### src/rtl/multicycle_control.sv
// Multi-cycle MIPS control FSM: FETCH/DECODE/EXECUTE/MEM/WB sequencing with memory
// wait-state timeout and illegal-opcode trap. Define MULTICYCLE_CONTROL_BNE_EN to decode bne.
module multicycle_control #(
    parameter int OP_W     = 6,
    parameter int ALUOP_W  = 2,
    parameter int MAX_WAIT = 15
) (
    input  logic               clk_i,
    input  logic               rst_n_i,
    input  logic               start_i,
    input  logic [OP_W-1:0]    Op_i,
    input  logic               mem_ready_i,
    output logic               PCWrite_o,
    output logic               PCWriteCond_o,
    output logic               BranchNe_o,
    output logic               IorD_o,
    output logic               IRWrite_o,
    output logic               MemRead_o,
    output logic               MemWrite_o,
    output logic               MemtoReg_o,
    output logic               RegDst_o,
    output logic               RegWrite_o,
    output logic               ALUSrcA_o,
    output logic [1:0]         ALUSrcB_o,
    output logic [1:0]         PCSource_o,
    output logic [ALUOP_W-1:0] ALUOp_o,
    output logic [3:0]         state_o,
    output logic               illegal_o,
    output logic               timeout_o
);

    typedef enum logic [3:0] {
        S_IDLE   = 4'd0,  S_FETCH = 4'd1,  S_DECODE = 4'd2,  S_MEMADR = 4'd3,
        S_MEMRD  = 4'd4,  S_MEMWB = 4'd5,  S_MEMWR  = 4'd6,  S_RTEX   = 4'd7,
        S_RTWB   = 4'd8,  S_IMMEX = 4'd9,  S_IMMWB  = 4'd10, S_BRANCH = 4'd11,
        S_JUMP   = 4'd12, S_TRAP  = 4'd13
    } state_e;

    localparam logic [OP_W-1:0] OP_RTYPE = OP_W'(6'b000000);
    localparam logic [OP_W-1:0] OP_ADDI  = OP_W'(6'b001000);
    localparam logic [OP_W-1:0] OP_LW    = OP_W'(6'b100011);
    localparam logic [OP_W-1:0] OP_SW    = OP_W'(6'b101011);
    localparam logic [OP_W-1:0] OP_BEQ   = OP_W'(6'b000100);
    localparam logic [OP_W-1:0] OP_J     = OP_W'(6'b000010);
`ifdef MULTICYCLE_CONTROL_BNE_EN
    localparam logic [OP_W-1:0] OP_BNE   = OP_W'(6'b000101);
`endif

    localparam logic [ALUOP_W-1:0] ALU_ADD = '0;
    localparam logic [ALUOP_W-1:0] ALU_SUB = ALUOP_W'(1);
    localparam logic [ALUOP_W-1:0] ALU_FN  = ALUOP_W'(2);
    localparam logic [7:0]         LIMIT   = 8'(MAX_WAIT - 1);

    state_e     state_q;
    logic [7:0] wcnt_q;
    logic       illegal_q, timeout_q;
    logic       mem_state, at_limit, is_bne;
    state_e     after_done;

    assign mem_state  = (state_q == S_FETCH) || (state_q == S_MEMRD) || (state_q == S_MEMWR);
    assign at_limit   = (wcnt_q == LIMIT);
    assign after_done = start_i ? S_FETCH : S_IDLE;
`ifdef MULTICYCLE_CONTROL_BNE_EN
    assign is_bne = (Op_i == OP_BNE);
`else
    assign is_bne = 1'b0;
`endif

    always_ff @(posedge clk_i or negedge rst_n_i) begin
        if (!rst_n_i) begin
            state_q   <= S_IDLE;
            wcnt_q    <= '0;
            illegal_q <= 1'b0;
            timeout_q <= 1'b0;
        end else begin
            // Counter only survives a not-ready cycle that stays put; any move clears it.
            wcnt_q <= (mem_state && !mem_ready_i && !at_limit) ? wcnt_q + 8'd1 : 8'd0;
            case (state_q)
                S_IDLE: if (start_i) state_q <= S_FETCH;
                S_FETCH, S_MEMRD, S_MEMWR: begin
                    if (mem_ready_i) begin
                        if (state_q == S_FETCH)      state_q <= S_DECODE;
                        else if (state_q == S_MEMRD) state_q <= S_MEMWB;
                        else                         state_q <= after_done;
                    end else if (at_limit) begin
                        state_q   <= S_TRAP;
                        timeout_q <= 1'b1;
                    end
                end
                S_DECODE: begin
                    if (Op_i == OP_RTYPE)                   state_q <= S_RTEX;
                    else if (Op_i == OP_ADDI)               state_q <= S_IMMEX;
                    else if (Op_i == OP_LW || Op_i == OP_SW) state_q <= S_MEMADR;
                    else if (Op_i == OP_BEQ || is_bne)      state_q <= S_BRANCH;
                    else if (Op_i == OP_J)                  state_q <= S_JUMP;
                    else begin
                        state_q   <= S_TRAP;
                        illegal_q <= 1'b1;
                    end
                end
                S_MEMADR: state_q <= (Op_i == OP_SW) ? S_MEMWR : S_MEMRD;
                S_RTEX:   state_q <= S_RTWB;
                S_IMMEX:  state_q <= S_IMMWB;
                S_MEMWB, S_RTWB, S_IMMWB, S_BRANCH, S_JUMP: state_q <= after_done;
                S_TRAP:   state_q <= S_TRAP;
                default:  state_q <= S_IDLE;
            endcase
        end
    end

    always_comb begin
        PCWrite_o     = 1'b0;
        PCWriteCond_o = 1'b0;
        BranchNe_o    = 1'b0;
        IorD_o        = 1'b0;
        IRWrite_o     = 1'b0;
        MemRead_o     = 1'b0;
        MemWrite_o    = 1'b0;
        MemtoReg_o    = 1'b0;
        RegDst_o      = 1'b0;
        RegWrite_o    = 1'b0;
        ALUSrcA_o     = 1'b0;
        ALUSrcB_o     = 2'd0;
        PCSource_o    = 2'd0;
        ALUOp_o       = ALU_ADD;
        case (state_q)
            S_FETCH: begin
                MemRead_o = 1'b1;
                ALUSrcB_o = 2'd1;
                IRWrite_o = mem_ready_i;
                PCWrite_o = mem_ready_i;
            end
            S_DECODE: ALUSrcB_o = 2'd3;
            S_MEMADR, S_IMMEX: begin
                ALUSrcA_o = 1'b1;
                ALUSrcB_o = 2'd2;
            end
            S_MEMRD: begin
                MemRead_o = 1'b1;
                IorD_o    = 1'b1;
            end
            S_MEMWB: begin
                RegWrite_o = 1'b1;
                MemtoReg_o = 1'b1;
            end
            S_MEMWR: begin
                MemWrite_o = 1'b1;
                IorD_o     = 1'b1;
            end
            S_RTEX: begin
                ALUSrcA_o = 1'b1;
                ALUOp_o   = ALU_FN;
            end
            S_RTWB: begin
                RegWrite_o = 1'b1;
                RegDst_o   = 1'b1;
            end
            S_IMMWB: RegWrite_o = 1'b1;
            S_BRANCH: begin
                ALUSrcA_o     = 1'b1;
                ALUOp_o       = ALU_SUB;
                PCSource_o    = 2'd1;
                PCWriteCond_o = !is_bne;
                BranchNe_o    = is_bne;
            end
            S_JUMP: begin
                PCWrite_o  = 1'b1;
                PCSource_o = 2'd2;
            end
            default: ;
        endcase
    end

    assign state_o   = state_q;
    assign illegal_o = illegal_q;
    assign timeout_o = timeout_q;

endmodule

### config.mk
export PLATFORM = sky130hd
export DESIGN_NAME = multicycle_control
export DESIGN_NICKNAME = d
export VERILOG_FILES = /design/src/rtl/multicycle_control.sv
export SDC_FILE = /design/constraint.sdc
export NUM_CORES = 1
export LEC_CHECK = 0
export BUFFER_PORTS_ARGS = -buffer_cell sky130_fd_sc_hd__buf_2
export CORE_MARGIN = 3
export CORE_UTILIZATION = 45
export CTS_CLUSTER_DIAMETER = 40
export DETAILED_ROUTE_END_ITERATION = 12
export MAX_ROUTING_LAYER = met4
export PLACE_DENSITY = 0.82
export SYNTH_ARGS = -nofsm -noshare
export SYNTH_HDL_FRONTEND = slang
export SYNTH_SLANG_ARGS = --single-unit
### constraint.sdc
create_clock -name clk_i -period 4.45 [get_ports clk_i]
set_input_delay 0 -clock clk_i [delete_from_list [all_inputs] [get_ports clk_i]]
set_output_delay 0 -clock clk_i [all_outputs]
set_load 0.02 [all_outputs]
# [Word-level counts from Yosys, hierarchy flattened]
# Cells that the tools add are included.
[classes] addsub=1 bitwise_logic=6 eq_ne=21 muxes=27 reduce_logical=19
[op_table] operator="4-bit one-hot mux with 8 select lines" count=1
[op_table] operator="4-bit equality test, second input constant" count=6
[op_table] operator="4-bit two-way mux" count=6
[op_table] operator="4-bit by 3-bit equality test with 1-bit output, second input constant" count=4
[op_table] operator="6-bit equality test, second input constant" count=2
[op_table] operator="1-bit two-way mux" count=11
[op_table] operator="3-bit two-way mux" count=3
[op_table] operator="8-bit by 1-bit adder with 8-bit output, second input constant" count=1
[op_table] operator="4-bit by 2-bit equality test with 1-bit output, second input constant" count=2
[op_table] operator="8-bit by 4-bit equality test with 1-bit output, second input constant" count=1
[op_table] operator="8-bit two-way mux" count=1
[op_table] operator="2-bit one-hot mux with 2 select lines" count=2
[op_table] operator="6-bit by 2-bit equality test with 1-bit output, second input constant" count=1
[op_table] operator="6-bit by 3-bit equality test with 1-bit output, second input constant" count=1
[op_table] operator="6-bit by 4-bit equality test with 1-bit output, second input constant" count=1
[op_table] operator="6-bit logical NOT" count=1
[op_table] operator="1-bit inverter" count=6
[op_table] operator="2-bit one-hot mux with 3 select lines" count=1
[op_table] operator="6-bit AND reduction" count=1
[op_table] operator="2-bit OR reduction" count=3
[op_table] operator="3-bit OR reduction" count=2
[op_table] operator="5-bit OR reduction" count=1
[op_table] operator="4-bit by 1-bit equality test with 1-bit output, second input constant" count=1
[op_table] operator="4-bit logical NOT" count=1
[op_table] operator="10 further kinds" count=14
[word_totals] inputBits=10 out_inout_bits=23 regBits=14 elab_cells=78

# [Logic depth before layout (Yosys ltp)]
# Gate-level depths: netlist of the first run.
[logic_depth] depth_word=7 depth_mapped=6 ltp_nobuf=6

# [Worst setup path after synthesis of the first run]
# OpenSTA, ideal clock, no wires.
[synth_path] kind="register to output" startpoint="register state_q[2] (netlist: state_o[2])" endpoint="output ALUOp_o[0]" required_time_ns=4.450 path_stages_with_launch=6 slack_ns=2.849 t_arrival_ns=1.601 path_buffers=3 path_cell_list="dfrtp_1 -> buf_2 -> buf_2 -> nand2b_1 -> nor2_1 -> buf_4"
[synth_between] elab_chain_len=2 word_cells_on_any_way=3 classes_between="eq/ne (2); mux (1)"
[synth_rtl] element="start, declared" line_no="54" text="state_e state_q;"
[synth_rtl] element="start signal, assigned" line_no="84" text="else state_q <= after_done;"
[synth_rtl] element="start signal, assigned" line_no="101" text="S_MEMADR: state_q <= (Op_i == OP_SW) ? S_MEMWR : S_MEMRD;"
[synth_rtl] element="start signal, assigned" line_no="104" text="S_MEMWB, S_RTWB, S_IMMWB, S_BRANCH, S_JUMP: state_q <= after_done;"
[synth_rtl] element="4-bit equality test / 4-bit by 3-bit equality test with 1-bit output (equally long branches)" line_no="126" text="case (state_q)"
[synth_rtl] element="2-bit one-hot mux with 2 select lines (*)" line_no="126"
[synth_rtl] element="end, declared" line_no="26" text="output logic [ALUOP_W-1:0] ALUOp_o,"
# Every way passes the cells marked *; elsewhere a longest branch is shown, timed or not.

# [Final worst setup path of the first run]
[layout_path] startpoint="register state_q[2] (netlist: state_o[2])" endpoint="output PCWrite_o"
[layout_between] elab_chain_len=2 word_cells_on_any_way=3 classes_between="eq/ne (2); mux (1)"
[layout_rtl] element="4-bit equality test / 4-bit by 1-bit equality test with 1-bit output (equally long branches)" line_no="126"
[layout_rtl] element="1-bit one-hot mux with 2 select lines (*)" line_no="126"
[layout_rtl] element="end, declared" line_no="13" text="output logic PCWrite_o,"
# Marks and branches as above.

==> flow_summary.json, run 1 <==
{
  "synth_edf_count": 0,
  "io_buffers": 31,
  "cts_buffers": 3,
  "clk_latency_ps": 270,
  "worstSetupStartpoint": "state_o[2]",
  "cts_root_buffer": "clkbuf_4",
  "row_count": 16,
  "clk_pin_slew_worst_paths_ps": 80,
  "grt_pass1_wl_um": 4020,
  "cp-endpoint": "PCWrite_o",
  "p_leak_uw": 0.000580,
  "n_antenna_cell": 0,
  "dpl.cell_count": 174,
  "drive_above_1_share": 0.276,
  "place_congestion": 0.835,
  "finClkSkew_ps": 7.13,
  "grt_pass1_vias": 908,
  "ios": 33,
  "die_w_um": 54.2,
  "final_cell_mix": "31 x buf_2, 22 x nor2_1, 14 x dfrtp_1",
  "regToRegEndpoint": "state_o[0]",
  "max_freq_mhz": 551,
  "powerDensity_nw_per_um2": 626,
  "ys_types": 44,
  "final_cells": 179,
  "outcome": "completed",
  "layout_commonest_cell": "buf_2",
  "grt_remaining_overflow": 0,
  "yosysSeqAreaShare": 0.335,
  "arrival_ps": 1810,
  "drc": 0,
  "drtIter0Drc": 40,
  "vias": 995,
  "cap_violations": 0,
  "dr.pass1.iters": 4,
  "syn_inst": 126,
  "fin_crit_sh": 0.408,
  "rrSetupSlack_ps": 2670,
  "syn_to_final_growth_pct": 17.1,
  "ctsResizeCount": 0,
  "fill_cells": 194,
  "cp-end-kind": "output pin",
  "syn-mean-instance-area_um2": 8.31,
  "cts_buffer_depth": 2,
  "layout.nets": 165,
  "htree_levels": 1,
  "antenna_found_initial": 0,
  "routed_wl_um": 2410,
  "finalSetupViolCount": 0,
  "whs_ps": 135,
  "viasPerCell": 5.56,
  "hold_path_class": "primary input to flop",
  "start_util": 0.503,
  "crit_fanout": 21,
  "min_period_ps": 1810,
  "relSlewSlack": 0.573,
  "core-area_um2": 2080,
  "rsz0062_at_grt": "false",
  "netlist_area_um2": 1050,
  "design_area_um2": 1230,
  "ys_top_cells_by_area": "dfrtp_1 33%, nor2_1 7.9%, xor2_1 5.0%, nand2b_1 4.2%, nand2_1 3.6%",
  "worstReg2RegStart": "state_o[1]",
  "dpl_cell_area_um2": 1180,
  "async_flop_share": 1.00,
  "wl_per_cell_um": 13.5,
  "ir_drop_v": 0.000384,
  "cts.sink_count": 14,
  "grt_usage": 0.184,
  "synth_warnings": 0,
  "die_h_um": 54.2,
  "synth.net_count": 138,
  "path_class": "flop to output pin",
  "yosys.area.top_type": "dfrtp_1",
  "cts_tree": "yes",
  "required_ps": 4450,
  "worst_setup_path_start_kind": "flop",
  "final_hold_viol_count": 0,
  "grt_max_degree": 22,
  "ys_ff_latch": 14,
  "fp.dieArea_um2": 2940,
  "worst_slew_pin_slew_ps": 640,
  "dp_hpwl_um": 1790,
  "reg2regPathDepth": 4,
  "ys.flop_type": "dfrtp_1",
  "drv_slew": 0,
  "fin_setup_tns_ps": 0,
  "ant_nets": 0,
  "yosys.area.top_type_share": 0.335
}
-- kinds of logic (layout without fill, tap and decap cells) --
kind of cell / Yosys count / in the layout / share of synthesized area
DFF: 14 / 14 / 0.335
adders and majority gates: 2 / 2 / 0.0239
and+or+nand+nor: 65 / 65 / 0.327
other: 1 / 1 / 0.00358
xor gates and xnor gates: 9 / 9 / 0.0753
buffers and inverters: 11 / 37 / 0.0573
AOI/OAI and AO/OA: 24 / 24 / 0.178
-- cell usage after synthesis, types with 2 or more instances --
cell / n
nand2b_1: 7
nand4b_1: 2
or2_2: 3
and2_1: 2
a311oi_1: 2
nor3b_1: 2
nand2_1: 10
nor2_1: 22
nand4_1: 3
o21ai_0: 4
ha_1: 2
buf_2: 5
nor2b_4: 2
xor2_1: 6
buf_4: 3
nor3_1: 5
nor4_1: 2
dfrtp_1: 14
nand3_1: 3
xnor2_1: 3
-- routing by layer --
layer	GRT usage	vias up	part of all wire
met5	-	-	0
met4	0.0332	0	0
met3	0.0163	0	0.041
met2	0.301	25	0.51
met1	0.251	474	0.45
li1	-	496	-
-- where the power goes --
part           switching, uW  internal, uW
registers               94.9           153
logic                    253           178
clock network           38.0          49.6
total                    386           381
-- flip-flops by register name, summed over array words and instances (netlist names) --
name / cells
wcnt_q: 8
timeout_o: 1
illegal_o: 1
state_o: 4
-- worst max-delay path: stages (launching register included) --
cell and delay, ps:
dfrtp_1 760, nor2_1 140, and3_1 210, or2_2 290
buf_2 160
-- stage by stage --
stage | setup slack, ps | power, uW | util
after global routing | 2510 | 823 | 0.589
after CTS | 2650 | 770 | 0.589
after global placement | 2770 | 667 | 0.567
final | 2640 | 767 | 0.589
after floorplan | 2850 | 567 | -
after detailed placement | 2700 | 674 | 0.567
-- how the worst min path moves through the flow --
stage	start	endpoint	slack [ps]	cells past startpoint
after floorplan	rst_n_i	illegal_o	-300	0
after global placement	rst_n_i	wcnt_q[6]	-100	1
after detailed placement	rst_n_i	wcnt_q[6]	-100	1
after CTS	Op_i[4]	state_o[1]	130	3
after global routing	Op_i[4]	state_o[1]	140	3
final	Op_i[4]	state_o[1]	130	3
-- cell type report --
| cell class | instances | area [um2] | share of cell area |
|---|---|---|---|
| Multi-Input combinational cell | 101 | 637 | 0.519 |
| Tap cell | 27 | 33.8 | 0.0276 |
| Sequential cell | 14 | 350 | 0.286 |
| Inverter | 1 | 3.75 | 0.00306 |
| Clock buffer | 4 | 36.3 | 0.0296 |
| Timing Repair Buffer | 32 | 165 | 0.135 |
-- repair_timing --
| item | in CTS | in global routing |
|---|---|---|
| hold buffers | 1 | 0 |
| hold endpoints to repair | 14 | 0 |
| setup buffers | 0 | 0 |
Note: power is estimated with default switching activity, not from simulation.
==> run 2: changes to the inputs <==
==> constraint.sdc (replaced) <==
create_clock -name clk_i -period 1.9 [get_ports clk_i]
set_input_delay 0 -clock clk_i [delete_from_list [all_inputs] [get_ports clk_i]]
set_output_delay 0 -clock clk_i [all_outputs]
set_load 0.02 [all_outputs]
==> flow_summary.json, run 2 (synthesis results as in run 1) <==
{
  "regMostFlops": "wcnt_q",
  "fin_crit_sh": 0.892,
  "drv_slew": 0,
  "cts_buffers": 3,
  "whs_ps": 115,
  "cts_tree": "yes",
  "worst_setup_path_start_kind": "flop",
  "fill_cells": 201,
  "layout_commonest_cell": "buf_2",
  "drtIter0Drc": 21,
  "grt_remaining_overflow": 0,
  "reg2regPathDepth": 5,
  "dpl.cell_count": 176,
  "antenna_found_initial": 0,
  "clk_pin_slew_worst_paths_ps": 80,
  "min_period_ps": 1690,
  "layout.nets": 167,
  "ir_drop_v": 0.000877,
  "critPathTopFamily": "flip-flops",
  "start_util": 0.503,
  "clk_latency_ps": 270,
  "rrSetupSlack_ps": 280,
  "final_cell_mix": "31 x buf_2, 22 x nor2_1, 13 x dfrtp_1",
  "rsz0062_at_grt": "false",
  "finalSetupViolCount": 0,
  "required_ps": 1900,
  "grt_pass1_vias": 969,
  "cap_violations": 0,
  "grt_max_degree": 22,
  "vias": 1004,
  "worst-path-stages": 4,
  "cts_root_buffer": "clkbuf_4",
  "grt_usage": 0.199,
  "drive_above_1_share": 0.292,
  "finClkSkew_ps": 0.848,
  "wl_per_cell_um": 12.9,
  "whs_endpoint": "state_o[1]",
  "cts_buffer_depth": 2,
  "cp_num_buf_inv": 1,
  "largest_reg_flops": 8,
  "ant_nets": 0,
  "place_congestion": 0.820,
  "arrival_ps": 1690,
  "path_class": "flop to output pin",
  "regToRegEndpoint": "state_o[0]",
  "hold_path_class": "primary input to flop",
  "cp-end-kind": "output pin",
  "fp.dieArea_um2": 2940,
  "worstHoldStart": "Op_i[3]",
  "die_w_um": 54.2,
  "cts.sink_count": 14,
  "drc": 0,
  "crit_fanout": 17,
  "viasPerCell": 5.55,
  "whs_path_depth": 4,
  "fin_setup_tns_ps": 0,
  "slowest_delay_ps": 660,
  "ios": 33,
  "p_leak_uw": 0.000589,
  "fin_util": 0.597,
  "grt_pass1_wl_um": 4250,
  "syn_to_final_growth_pct": 18.6,
  "max_freq_mhz": 590,
  "powerDensity_nw_per_um2": 1460,
  "register_area_um2": 352,
  "post-cts-setup-buffers": 0,
  "n_antenna_cell": 0,
  "core-area_um2": 2080,
  "outcome": "completed",
  "final_hold_viol_count": 0,
  "routed_wl_um": 2330,
  "io_buffers": 31,
  "path_cells": "nor2_1 -> and3_1 -> or2_2 -> buf_2",
  "multi_input_area_um2": 637,
  "row_count": 16,
  "htree_levels": 1,
  "die_h_um": 54.2,
  "slowest_stage": "dfrtp_1",
  "worstReg2RegStart": "state_o[3]",
  "dp_hpwl_um": 1830,
  "dr.pass1.iters": 4,
  "final_cells": 181
}
-- run 2: cell types whose count changed in the layout (fill, tap and decap cells not counted), sizes merged --
cell	before	now
buf	31	33
-- run 2: repair_timing --
action,4_1_cts,5_1_grt
gates resized for setup,0,1
endpoints found under the hold margin,14,0
hold buffers,1,0
endpoints found under the setup margin,0,3
-- run 2: worst max-delay path by stage --
stage / start / endpoint / slack (ps)
CTS: state_o[2] / PCWrite_o / 80
floorplan: state_o[2] / ALUOp_o[0] / 300
finish: state_o[3] / PCWrite_o / 210
global placement: state_o[2] / state_o[3] / 340
global route: state_o[3] / PCWrite_o / 70
detailed placement: state_o[3] / state_o[0] / 290
-- run 2: layout make-up --
class | count | area share
Clock buffer | 4 | 0.0292
Timing Repair Buffer | 34 | 0.145
Multi-Input combinational cell | 101 | 0.513
Inverter | 1 | 0.00302
Sequential cell | 14 | 0.283
Tap cell | 27 | 0.0272
-- run 2: power breakdown --
part | leakage, uW | total, uW | switching [uW] | internal (uW)
clock network | 0.0000210 | 207 | 90.4 | 117
logic | 0.000383 | 1090 | 644 | 441
registers | 0.000184 | 523 | 159 | 363
total | 0.000589 | 1810 | 894 | 921
-- run 2: through the flow --
step | setup slack, ps | cell area (um2) | power, uW
2_1_floorplan | 299 | 1050 | 1330
3_3_place_gp | 343 | 1190 | 1590
3_5_place_dp | 289 | 1190 | 1610
4_1_cts | 78.9 | 1240 | 1820
5_1_grt | 72.5 | 1240 | 1980
6_report | 205 | 1240 | 1810
-- run 2: routing by layer --
layer,GRT usage,vias to the layer above,part of all wire
met5,-,-,0
met4,0.0539,0,0.0082
met3,0.0572,2,0.053
met2,0.309,21,0.48
met1,0.254,476,0.46
li1,-,505,-
-- run 2: worst reg2reg max path, stage by stage, from the launching register on --
cell      delay, ps
dfrtp_1         560
nor2_1          280
o211ai_2        190
nor2b_4         210
a311oi_1         70
a22o_1          200
